## src/rtl/reorder_buffer_if.sv

```systemverilog
// Dispatch / completion / retirement / recovery signal bundle of the reorder buffer.
// The master side is the pipeline front end (drives dispatch and completions).
interface reorder_buffer_if;
    logic       dispatch;
    logic       disp_isST;
    logic       disp_RegDest;
    logic [5:0] disp_p_rd;
    logic [5:0] disp_old_p_rd;

    logic       cmplt_valid;
    logic [3:0] cmplt_rob;
    logic       cmplt_mispred;

    logic [3:0] rob_num;
    logic       rob_full;
    logic       rob_empty;

    logic       retire_ST;
    logic [3:0] retire_rob;
    logic       retire_RegDest;
    logic [5:0] retire_old_p_rd;

    logic       recover;
    logic [3:0] rec_rob;
    logic [5:0] rec_p_rd;

    modport master (
        output dispatch, disp_isST, disp_RegDest, disp_p_rd, disp_old_p_rd,
        output cmplt_valid, cmplt_rob, cmplt_mispred,
        input  rob_num, rob_full, rob_empty,
        input  retire_ST, retire_rob, retire_RegDest, retire_old_p_rd,
        input  recover, rec_rob, rec_p_rd
    );

    modport slave (
        input  dispatch, disp_isST, disp_RegDest, disp_p_rd, disp_old_p_rd,
        input  cmplt_valid, cmplt_rob, cmplt_mispred,
        output rob_num, rob_full, rob_empty,
        output retire_ST, retire_rob, retire_RegDest, retire_old_p_rd,
        output recover, rec_rob, rec_p_rd
    );
endinterface

```

## src/rtl/reorder_buffer.sv

```systemverilog
// 16-entry circular reorder buffer: in-order allocate/retire, out-of-order completion,
// and a one-entry-per-cycle tail walk that squashes everything younger than a mispredict.
module reorder_buffer (
    input  logic            clk,
    input  logic            rst,
    reorder_buffer_if.slave rob
);

    typedef enum logic {NORMAL, RECOVER} state_t;

    state_t state_q, state_d;

    logic [15:0] valid_q, done_q, is_st_q, reg_dest_q;
    logic [5:0]  p_rd_q     [16];
    logic [5:0]  old_p_rd_q [16];
    logic [3:0]  head_q, tail_q, target_q;
    logic [4:0]  count_q, count_d;

    logic [3:0]  tail_m1, youngest, age_c, age_t;
    logic        in_recover, disp_acc, retire_en, cmplt_hit, mispred_hit;
    logic        start_recover, replace, walk_last;

    // Control decode
    assign in_recover  = (state_q == RECOVER);
    assign tail_m1     = tail_q - 4'd1;
    assign disp_acc    = rob.dispatch && (count_q != 5'd16) && !in_recover;
    assign retire_en   = !in_recover && valid_q[head_q] && done_q[head_q];
    assign cmplt_hit   = rob.cmplt_valid && valid_q[rob.cmplt_rob];
    assign mispred_hit = cmplt_hit && rob.cmplt_mispred;

    // Youngest entry once this cycle's dispatch (if any) has been allocated.
    assign youngest      = disp_acc ? tail_q : tail_m1;
    assign start_recover = !in_recover && mispred_hit && (rob.cmplt_rob != youngest);

    // Age relative to head decides whether a new mispredict is older than the current target.
    assign age_c     = rob.cmplt_rob - head_q;
    assign age_t     = target_q - head_q;
    assign replace   = in_recover && mispred_hit && (age_c < age_t);
    assign walk_last = in_recover && (tail_m1 == target_q + 4'd1) && !replace;

    // Output decode
    assign rob.rob_num         = tail_q;
    assign rob.rob_full        = (count_q == 5'd16);
    assign rob.rob_empty       = (count_q == 5'd0);
    assign rob.retire_ST       = retire_en && is_st_q[head_q];
    assign rob.retire_RegDest  = retire_en && reg_dest_q[head_q];
    assign rob.retire_rob      = head_q;
    assign rob.retire_old_p_rd = old_p_rd_q[head_q];
    assign rob.recover         = in_recover;
    assign rob.rec_rob         = in_recover ? tail_m1 : 4'd0;
    assign rob.rec_p_rd        = in_recover ? p_rd_q[tail_m1] : 6'd0;

    always_comb begin
        // NOTE: every signal gets a default before any branch so no latch is inferred.
        state_d = state_q;
        count_d = count_q;
        unique case (state_q)
            NORMAL: begin
                if (start_recover)
                    state_d = RECOVER;
                if (disp_acc && !retire_en)
                    count_d = count_q + 5'd1;
                else if (!disp_acc && retire_en)
                    count_d = count_q - 5'd1;
            end
            RECOVER: begin
                if (walk_last)
                    state_d = NORMAL;
                count_d = count_q - 5'd1;
            end
            default: state_d = NORMAL;
        endcase
    end

    always_ff @(posedge clk or negedge rst) begin
        // NOTE: sequential state uses non-blocking assignments so all registers update together.
        if (!rst)
            state_q <= NORMAL;
        else
            state_q <= state_d;
    end

    always_ff @(posedge clk or negedge rst) begin
        if (!rst) begin
            valid_q    <= '0;
            done_q     <= '0;
            is_st_q    <= '0;
            reg_dest_q <= '0;
            head_q     <= '0;
            tail_q     <= '0;
            target_q   <= '0;
            count_q    <= '0;
            // NOTE: the payload array is small and drives retire_old_p_rd directly,
            // so it is reset too, keeping every output at 0 while reset is held.
            for (int i = 0; i < 16; i++) begin
                p_rd_q[i]     <= '0;
                old_p_rd_q[i] <= '0;
            end
        end else begin
            count_q <= count_d;

            if (cmplt_hit)
                done_q[rob.cmplt_rob] <= 1'b1;

            if (start_recover || replace)
                target_q <= rob.cmplt_rob;

            if (disp_acc) begin
                valid_q[tail_q]    <= 1'b1;
                done_q[tail_q]     <= 1'b0;
                is_st_q[tail_q]    <= rob.disp_isST;
                reg_dest_q[tail_q] <= rob.disp_RegDest;
                p_rd_q[tail_q]     <= rob.disp_p_rd;
                old_p_rd_q[tail_q] <= rob.disp_old_p_rd;
                tail_q             <= tail_q + 4'd1;
            end

            if (retire_en) begin
                valid_q[head_q] <= 1'b0;
                head_q          <= head_q + 4'd1;
            end

            // Squash walk: one youngest entry per cycle; later writes win over a same-cycle completion.
            if (in_recover) begin
                valid_q[tail_m1] <= 1'b0;
                tail_q           <= tail_m1;
            end
        end
    end

endmodule

```

## src/flat_wrapper.sv

```systemverilog
// flat-port wrapper written by rule: the top's interface ports become plain ports
module reorder_buffer_flat 
  (clk, rst, rob_dispatch, rob_disp_isST, rob_disp_RegDest, rob_disp_p_rd, rob_disp_old_p_rd, rob_cmplt_valid, rob_cmplt_rob, rob_cmplt_mispred, rob_rob_num, rob_rob_full, rob_rob_empty, rob_retire_ST, rob_retire_rob, rob_retire_RegDest, rob_retire_old_p_rd, rob_recover, rob_rec_rob, rob_rec_p_rd);
  reorder_buffer_if rob_i ();
  input  logic clk;
  input  logic rst;
  input wire logic [$bits(rob_i.dispatch)-1:0] rob_dispatch;
  input wire logic [$bits(rob_i.disp_isST)-1:0] rob_disp_isST;
  input wire logic [$bits(rob_i.disp_RegDest)-1:0] rob_disp_RegDest;
  input wire logic [$bits(rob_i.disp_p_rd)-1:0] rob_disp_p_rd;
  input wire logic [$bits(rob_i.disp_old_p_rd)-1:0] rob_disp_old_p_rd;
  input wire logic [$bits(rob_i.cmplt_valid)-1:0] rob_cmplt_valid;
  input wire logic [$bits(rob_i.cmplt_rob)-1:0] rob_cmplt_rob;
  input wire logic [$bits(rob_i.cmplt_mispred)-1:0] rob_cmplt_mispred;
  output wire logic [$bits(rob_i.rob_num)-1:0] rob_rob_num;
  output wire logic [$bits(rob_i.rob_full)-1:0] rob_rob_full;
  output wire logic [$bits(rob_i.rob_empty)-1:0] rob_rob_empty;
  output wire logic [$bits(rob_i.retire_ST)-1:0] rob_retire_ST;
  output wire logic [$bits(rob_i.retire_rob)-1:0] rob_retire_rob;
  output wire logic [$bits(rob_i.retire_RegDest)-1:0] rob_retire_RegDest;
  output wire logic [$bits(rob_i.retire_old_p_rd)-1:0] rob_retire_old_p_rd;
  output wire logic [$bits(rob_i.recover)-1:0] rob_recover;
  output wire logic [$bits(rob_i.rec_rob)-1:0] rob_rec_rob;
  output wire logic [$bits(rob_i.rec_p_rd)-1:0] rob_rec_p_rd;
  assign rob_i.dispatch = rob_dispatch;
  assign rob_i.disp_isST = rob_disp_isST;
  assign rob_i.disp_RegDest = rob_disp_RegDest;
  assign rob_i.disp_p_rd = rob_disp_p_rd;
  assign rob_i.disp_old_p_rd = rob_disp_old_p_rd;
  assign rob_i.cmplt_valid = rob_cmplt_valid;
  assign rob_i.cmplt_rob = rob_cmplt_rob;
  assign rob_i.cmplt_mispred = rob_cmplt_mispred;
  assign rob_rob_num = rob_i.rob_num;
  assign rob_rob_full = rob_i.rob_full;
  assign rob_rob_empty = rob_i.rob_empty;
  assign rob_retire_ST = rob_i.retire_ST;
  assign rob_retire_rob = rob_i.retire_rob;
  assign rob_retire_RegDest = rob_i.retire_RegDest;
  assign rob_retire_old_p_rd = rob_i.retire_old_p_rd;
  assign rob_recover = rob_i.recover;
  assign rob_rec_rob = rob_i.rec_rob;
  assign rob_rec_p_rd = rob_i.rec_p_rd;
  reorder_buffer u_core (.clk(clk), .rst(rst), .rob(rob_i));
endmodule
```

## config.mk

```make
export PLATFORM = sky130hd
export DESIGN_NAME = reorder_buffer_flat
export DESIGN_NICKNAME = d
export VERILOG_FILES = /design/src/rtl/reorder_buffer_if.sv /design/src/rtl/reorder_buffer.sv /design/src/flat_wrapper.sv
export SDC_FILE = /design/constraint.sdc
export NUM_CORES = 1
export LEC_CHECK = 0
export CAP_MARGIN = 0
export CORE_MARGIN = 10
export CORE_UTILIZATION = 55
export DETAILED_ROUTE_END_ITERATION = 12
export GPL_ROUTABILITY_DRIVEN = 0
export PLACE_DENSITY = 0.76
export SETUP_SLACK_MARGIN = 0.15
export SYNTH_ARGS = -nofsm -noshare
export SYNTH_HDL_FRONTEND = slang
export SYNTH_SLANG_ARGS = --single-unit
```

## constraint.sdc

```tcl
create_clock -name clk -period 3.5 [get_ports clk]
set_input_delay 0.525 -clock clk [delete_from_list [all_inputs] [get_ports clk]]
set_output_delay 0.525 -clock clk [all_outputs]
set_load 0.005 [all_outputs]
```

==> results of run 1 <==
-- kinds of logic (layout without fill, tap and decap cells) --
family / after synthesis / count (layout) / synth area share
buf+inv: 85 / 204 / 0.02830
simple gates: 248 / 248 / 0.08396
flops: 274 / 274 / 0.5084
fa+ha+maj: 26 / 26 / 0.02523
compound gates: 77 / 77 / 0.03739
mux: 274 / 274 / 0.2973
xor+xnor: 29 / 29 / 0.01939
-- Yosys cell counts, types with 2 or more instances --
cell type  number  area [sq um]
a211oi_1        4         30.03
a21o_1          4         30.03
a21oi_1        37         185.2
a22oi_1         2         15.01
a31oi_1         4         25.02
and2_1         15         93.84
and3_1          3         18.77
and4_1          2         17.52
buf_1           4         15.01
buf_2          23         115.1
buf_6           4         45.04
clkbuf_1       34         127.6
dfrtp_1       274          6857
fa_1            2         40.04
ha_1           24         300.3
inv_1          19         71.32
mux2_2        182          2049
mux2_4          3         45.04
mux2i_1         8         80.08
mux4_1          3         78.83
mux4_2         78          1757
nand2_1       148         555.5
nand2b_1        7         43.79
nand3_1         9         45.04
nor2_1         30         112.6
nor2_2          5         31.28
nor2b_1         7         43.79
nor3_1          7         35.03
nor3_2          4         40.04
o21ai_0         3         15.01
o22ai_1        12         75.07
or2_2           2         12.51
xnor2_1        19         166.4
xor2_1          9         78.83
-- power by group --
| group | total (mW) | internal [mW] | switching, mW |
|---|---|---|---|
| logic | 6.99 | 4.04 | 2.94 |
| clock network | 3.06 | 1.83 | 1.23 |
| registers | 5.43 | 4.58 | 0.849 |
| total | 15.5 | 10.5 | 5.02 |
-- cells in the final DEF, fill, tap and decap left out, types with 5 or more instances in the layout --
cell type	Yosys	routed
a21oi_1	37	37
and2_1	15	15
buf_12	0	8
buf_4	1	63
clkbuf_1	34	5
clkbuf_16	0	31
clkbuf_8	0	10
clkdlybuf4s50_1	0	37
clkinv_2	0	6
dfrtp_1	274	271
dlygate4sd2_1	0	8
dlymetal6s2s_1	0	5
ha_1	24	23
inv_1	19	17
mux2_2	182	182
mux2i_1	8	8
mux4_2	78	78
nand2_1	148	147
nand2b_1	7	7
nand3_1	9	9
nor2_1	30	26
nor2_2	5	9
nor2b_1	7	7
nor3_1	7	6
o22ai_1	12	12
xnor2_1	19	18
xor2_1	9	9
-- routing by layer --
| metal | track usage | wire length, um | vias to the layer above | part of all wire |
|---|---|---|---|---|
| met1 | 0.3055 | 13990 | 4589 | 0.41 |
| li1 | - | - | 3828 | - |
| met2 | 0.3488 | 16400 | 428 | 0.48 |
| met3 | 0.03695 | 2851 | 83 | 0.083 |
| met4 | 0.07110 | 999 | 2 | 0.029 |
| met5 | 0 | 13 | - | 0.00038 |
-- flip-flops by register name (all words and copies together), names as in the netlist --
register,cells
u_core.count_q,5
u_core.done_q,16
u_core.is_st_q,16
u_core.old_p_rd_q,96
u_core.p_rd_q,96
u_core.reg_dest_q,16
u_core.rob.recover,1
u_core.rob.retire_rob,4
u_core.rob.rob_num,4
u_core.target_q,4
u_core.valid_q,16
-- worst min path at each step --
stage                                    endpoint  slack [ps]  cells after the start
finish              u_core.count_q[4]$_DFFE_PN0P_           6                      1
detailed placement  u_core.p_rd_q[87]$_DFFE_PN0P_         460                      2
CTS                 u_core.count_q[4]$_DFFE_PN0P_          50                      1
floorplan           u_core.count_q[0]$_DFFE_PN0P_         230                      0
global placement    u_core.p_rd_q[85]$_DFFE_PN0P_         450                      2
global route        u_core.count_q[3]$_DFFE_PN0P_          60                      1
-- metrics by stage --
| step | cell area, sq um | setup WS (ps) | util | std cells | total power [mW] |
|---|---|---|---|---|---|
| floorplan | 13490 | 194.5 | - | 1013 | 9.650 |
| global placement | 14610 | 119.5 | 0.6023 | 1373 | 11.39 |
| detailed placement | 14610 | 96.59 | 0.6023 | 1373 | 11.64 |
| CTS | 15770 | 14.56 | 0.6504 | 1437 | 15.07 |
| global route | 16000 | 51.26 | 0.6597 | 1456 | 16.36 |
| finish | 16000 | 123.4 | 0.6597 | 1456 | 15.47 |
-- cell type report --
cell class / instances / area share
clock buffer: 43 / 0.05358
clock inverter: 9 / 0.006648
inverter: 19 / 0.004458
multi-input combinational: 654 / 0.3951
tap: 324 / 0.02534
timing repair buffer: 133 / 0.08588
sequential: 274 / 0.4290
-- worst reg2reg max path, stage by stage, from the launching register on --
cell and delay, ps:
dfrtp_4 500, buf_4 210, ha_1 230, fa_1 480
inv_1 40, ha_1 270, a21o_1 150, a211oi_1 270
o2111ai_2 180, a31oi_4 280, mux2_4 330
-- timing repair --
action,CTS,global route
setup buffers,10,16
hold buffers,0,0
gates cloned,2,3
setup endpoints to repair,15,6
pin swaps,3,1
resized for setup,26,7
==> impl_results.md, run 1 <==
- Grt ovf: 0
- Diodes inserted: 0
- WP data arrival: 2850 ps
- FF-to-FF End: u_core.target_q[3]$_DFFE_PN0P_
- Sequential cell area: 6863 sq um
- Finish-stage setup viols: 0
- Main synth FF type: dfrtp_1
- Worst path bufs/invs: 5
- Post-synth ARST share: 1.000
- Hold Crit Class: input port to async pin
- Post-Route WL: about 34000 um
- CP Max Fanout: 5
- CTS Buffer Depth: 3
- DR iter-0 viols: about 910
- Total power divided by cell area: a little under 1000 nW/um^2
- Vias in the first global route: 9418
- Via density per instance: between 6 and 7
- Crit-path cells: inv_2 > ha_4 > buf_4 > clkbuf_16 > buf_4 > mux4_2 > mux4_2 > and2_1 > dlymetal6s2s_1
- Fin crit share: 0.9647
- Mapped cell area: approximately 13000 sq um
- Largest delay share family, worst path: multiplexers
- Distinct cells, synth: 56
- Final hold violations: 0
- Max Freq: 296.2 MHz
- Synth Warn #: 0
- Full die area: between 30000 and 40000 sq um
- Register area share after synthesis: 0.5084
- Syn Inst Count: approximately 1000
- Static leakage: ~7.3 nW
- Reg clk slew, reported paths: approximately 60 ps
- CP Capture Point: rob_rec_p_rd[4]
- Reg2Reg Depth: 10
- GRT Total Usage: 0.2203
- RSZ-0062 raised after global routing: yes
- Clk Latency, worst-skew pair: 550 ps
- Filler cell count: ~1700
- Area grow syn2layout: 18.61%
- Worst path depth: 9
- HPWL Detailed: ~21000 um
- CP Capture Type: output pin
- WS Path Type: flip-flop to output pin
- Final #Nets: 1159
- R2R setup slack: around 440 ps
- Rel. slew slack: 0.3703
- Status: finished, final reports clean
- Worst Max-Slew Pin Slew: ~940 ps
- Root buffer cell: clkbuf_16
- Initial antenna violation count: 1
- Clk_skew: approximately 12 ps
- I/O Pins: 52
- Crit path largest cell delay: around 450 ps
- Avg WL per Cell: around 24 um
- Die height: 176.6 um
- Required @ worst endpoint: roughly 3000 ps
- Max stage delay cell, worst path: mux4_2
- Max-Cap Viols: 0
- CP startpoint: u_core.rob.rob_num[0]$_DFFE_PN0P_
- Total CTS buffers: 28
- Net count after synthesis: between 1000 and 1500
- Input/output buffers: 51
- Initial Utilization: 0.5562
- Max H-tree Level: 1
- Drt pass-1 iters: 5
- VDD IR max: approximately 0.50 mV
- #FFs+latches synth: between 200 and 300
- Multi-input gate area in the final layout: about 6300 sq um
- Mean Syn Cell Area: 13.31 sq um
- CP Launch Type: flip-flop
- Final min period: about 3400 ps
- # rows: 57
- CTS tree: built
- Share of cells above drive strength 1: 0.3772
- Core region area: around 24000 sq um
- Die W: around 180 um
- Worst reg2reg path startpoint: u_core.rob.retire_rob[0]$_DFFE_PN0N_
- Routed via count: just under 9000
- Antenna Nets Post-Route: 0
- Final Max Tran Viols: 0
- CTS Sinks: roughly 270
- Global-route wire length before repair: approximately 54000 um
- Post-synth EDFFs: 0
- Post-Route Setup TNS: 0 ps
- Hold_ws: 6.207 ps
- Drc violations: 0
- Pin count of the biggest net entering global routing: 101
(Power assumes the default switching activity.)
==> run 2: changes to the inputs <==
MAX_ROUTING_LAYER = met4   (was not set)
PLACE_DENSITY = 0.74   (was 0.76)
==> run 2 against run 1 <==
Cell area increased by 1.5%. Global-route usage increased by 0.62 points. Worst setup slack got worse by 58 ps. Critical path depth unchanged. Sequential cell count unchanged. Sequential power about the same. Worst hold slack improved by 470 ps. First-iteration DRC count decreased by 25%. Combinational power increased by 3%. Utilization increased by 1.0 points. Sequential share of layout area decreased by 0.65 points. Critical endpoint is now rob_rec_p_rd[5]. Largest cell class unchanged. Highest routed layer is now met4.
==> impl_results.md, run 2 (synthesized netlist as in run 1, its figures left out) <==
- Status: finished, final reports clean
- Area grow syn2layout: 20.44%
- Die height: around 180 um
- Comb pwr share: 0.453
- Switching share of power: 0.3210
- Final #Nets: between 1000 and 1500
- Worst Max-Slew Pin Slew: between 700 and 800 ps
- GRT Total Usage: 0.2265
- Regs by FF count: u_core.old_p_rd_q (96), u_core.p_rd_q (96)
- Routed via count: roughly 9000
- RSZ-0062 raised after global routing: yes
- Total power divided by cell area: 975.8 nW/um^2
- # rows: 57
- VDD IR max: approximately 0.44 mV
- Post-Route Setup TNS: 0 ps
- Pin count of the biggest net entering global routing: 104
- Input/output buffers: between 50 and 60
- Vias in the first global route: ~9400
- Initial antenna violation count: 1
- Drt pass-1 iters: 7
- Internal power: 10.76 mW
- Filler cell count: 1722
- Total CTS buffers: 29
- Via density per instance: just over 6
- Hold Crit Class: flip-flop to flip-flop
- Fin crit share: 0.9813
- Required @ worst endpoint: 2970 ps
- Reg clk slew, reported paths: 60 ps
- CP Max Fanout: 6
- Die W: 176.6 um
- Share of cells above drive strength 1: 0.3887
- Initial Utilization: 0.5562
- Worst reg2reg path startpoint: u_core.rob.retire_rob[0]$_DFFE_PN0N_
- Final hold violations: 0
- CTS Sinks: between 200 and 300
- WP data arrival: about 2900 ps
- DR iter-0 viols: roughly 680
- Static leakage: 7.444 nW
- Hold depth: 2
- Clk Latency, worst-skew pair: 550 ps
- Sequential power share: 0.342
- Clk_skew: between 10 and 15 ps
- R2R setup slack: between 200 and 300 ps
- Hold Path Origin: u_core.old_p_rd_q[88]$_DFFE_PN0P_
- Reg2Reg Depth: 12
- Final Max Tran Viols: 0
- Final min period: roughly 3400 ps
- I/O Pins: between 50 and 60
- Avg WL per Cell: roughly 24 um
- Max Freq: between 200 and 300 MHz
- WS Path Type: flip-flop to output pin
- Hold endpoint: u_core.old_p_rd_q[88]$_DFFE_PN0P_
- Max-Cap Viols: 0
- Global-route wire length before repair: between 50000 and 60000 um
- Drc violations: 0
- Core region area: 24250 sq um
- Finish-stage setup viols: 0
- Max H-tree Level: 1
- Antenna Nets Post-Route: 0
- Hold_ws: 474.8 ps
- FF-to-FF End: u_core.target_q[2]$_DFFE_PN0P_
- CP Launch Type: flip-flop
- Root buffer cell: clkbuf_16
- Post-Route WL: between 30000 and 40000 um
- Commonest non-fill, non-tap cell in the layout: dfrtp_1
- CTS Buffer Depth: 3
- Switching pwr: around 5.1 mW
- Grt ovf: 0
- Clk pwr share: 0.206
- CTS tree: built
- HPWL Detailed: between 20000 and 25000 um
- Most frequent cells in the layout: dfrtp_1, mux2_2, nand2_1, mux4_2, buf_4
- Rel. slew slack: 0.4868
- CP Capture Type: output pin
- Full die area: between 30000 and 40000 sq um
==> run 2: routing by layer <==
| layer | part of all wire | wire length, um | GRT usage |
|---|---|---|---|
| met3 | 0.065 | 2279 | 0.03588 |
| met2 | 0.48 | 16780 | 0.3512 |
| met4 | 0.024 | 841 | 0.07461 |
| met5 | 0 | 0 | - |
| met1 | 0.43 | 14900 | 0.3016 |
==> run 2: power by group through the flow <==
stage | Sequential, mW | Clock, mW | Combinational (mW)
6_report | 5.41 | 3.26 | 7.17
4_1_cts | 5.38 | 3.30 | 6.73
2_1_floorplan | 5.13 | 0 | 4.52
3_3_place_gp | 5.37 | 0 | 6.01
5_1_grt | 5.57 | 3.44 | 7.69
3_5_place_dp | 5.45 | 0 | 6.17
==> run 2: timing repair <==
item,CTS,global route
setup endpoints to repair,14,13
resized for setup,22,19
buffers inserted,16,22
hold buffers,1,0
endpoints found under the hold margin,54,0
pin swaps,2,2
gates cloned,3,3
==> run 2: worst max path at each step <==
stage                                       from                        endpoint  slack [ps]  depth (start not counted)
2_1_floorplan  u_core.rob.rob_num[0]$_DFFE_PN0P_                 rob_rec_p_rd[0]         190                          8
4_1_cts        u_core.rob.rob_num[0]$_DFFE_PN0P_                 rob_rec_p_rd[3]          30                          7
3_3_place_gp                    rob_cmplt_rob[0]  u_core.target_q[1]$_DFFE_PN0P_          90                         11
3_5_place_dp                    rob_cmplt_rob[0]  u_core.target_q[2]$_DFFE_PN0P_          40                         11
6_report       u_core.rob.rob_num[0]$_DFFE_PN0P_                 rob_rec_p_rd[5]          70                          9
5_1_grt        u_core.rob.rob_num[0]$_DFFE_PN0P_                 rob_rec_p_rd[5]          10                          9
==> run 2: worst max-delay path, cell delays in order (launching register included) <==
cell and delay (ps):
dfrtp_2 390, inv_2 60, ha_4 310, buf_8 140
buf_6 130, buf_4 110, mux4_2 290, mux4_2 480
and2_4 180, dlygate4sd2_1 260
==> run 2: stage by stage <==
stage	total power [mW]	util	cells	setup slack [ps]	area, sq um
6_report	15.85	0.6699	1475	65.46	16240
5_1_grt	16.70	0.6699	1475	13.80	16240
4_1_cts	15.40	0.6582	1449	29.25	15960
3_5_place_dp	11.62	0.6029	1375	40.70	14620
3_3_place_gp	11.38	0.6029	1375	91.72	14620
2_1_floorplan	9.650	-	1013	194.5	13490
==> run 2: area by class of cell <==
cell class | count | area, sq um | area share
Inverter | 19 | 71.32 | 0.004391
Timing Repair Buffer | 149 | 1580 | 0.09729
Tap cell | 324 | 405.4 | 0.02496
Clock inverter | 15 | 206.4 | 0.01271
Antenna cell | 1 | 2.502 | 0.0001541
Clock buffer | 39 | 813.3 | 0.05007
Multi-Input combinational cell | 654 | 6301 | 0.3879
Sequential cell | 274 | 6863 | 0.4225
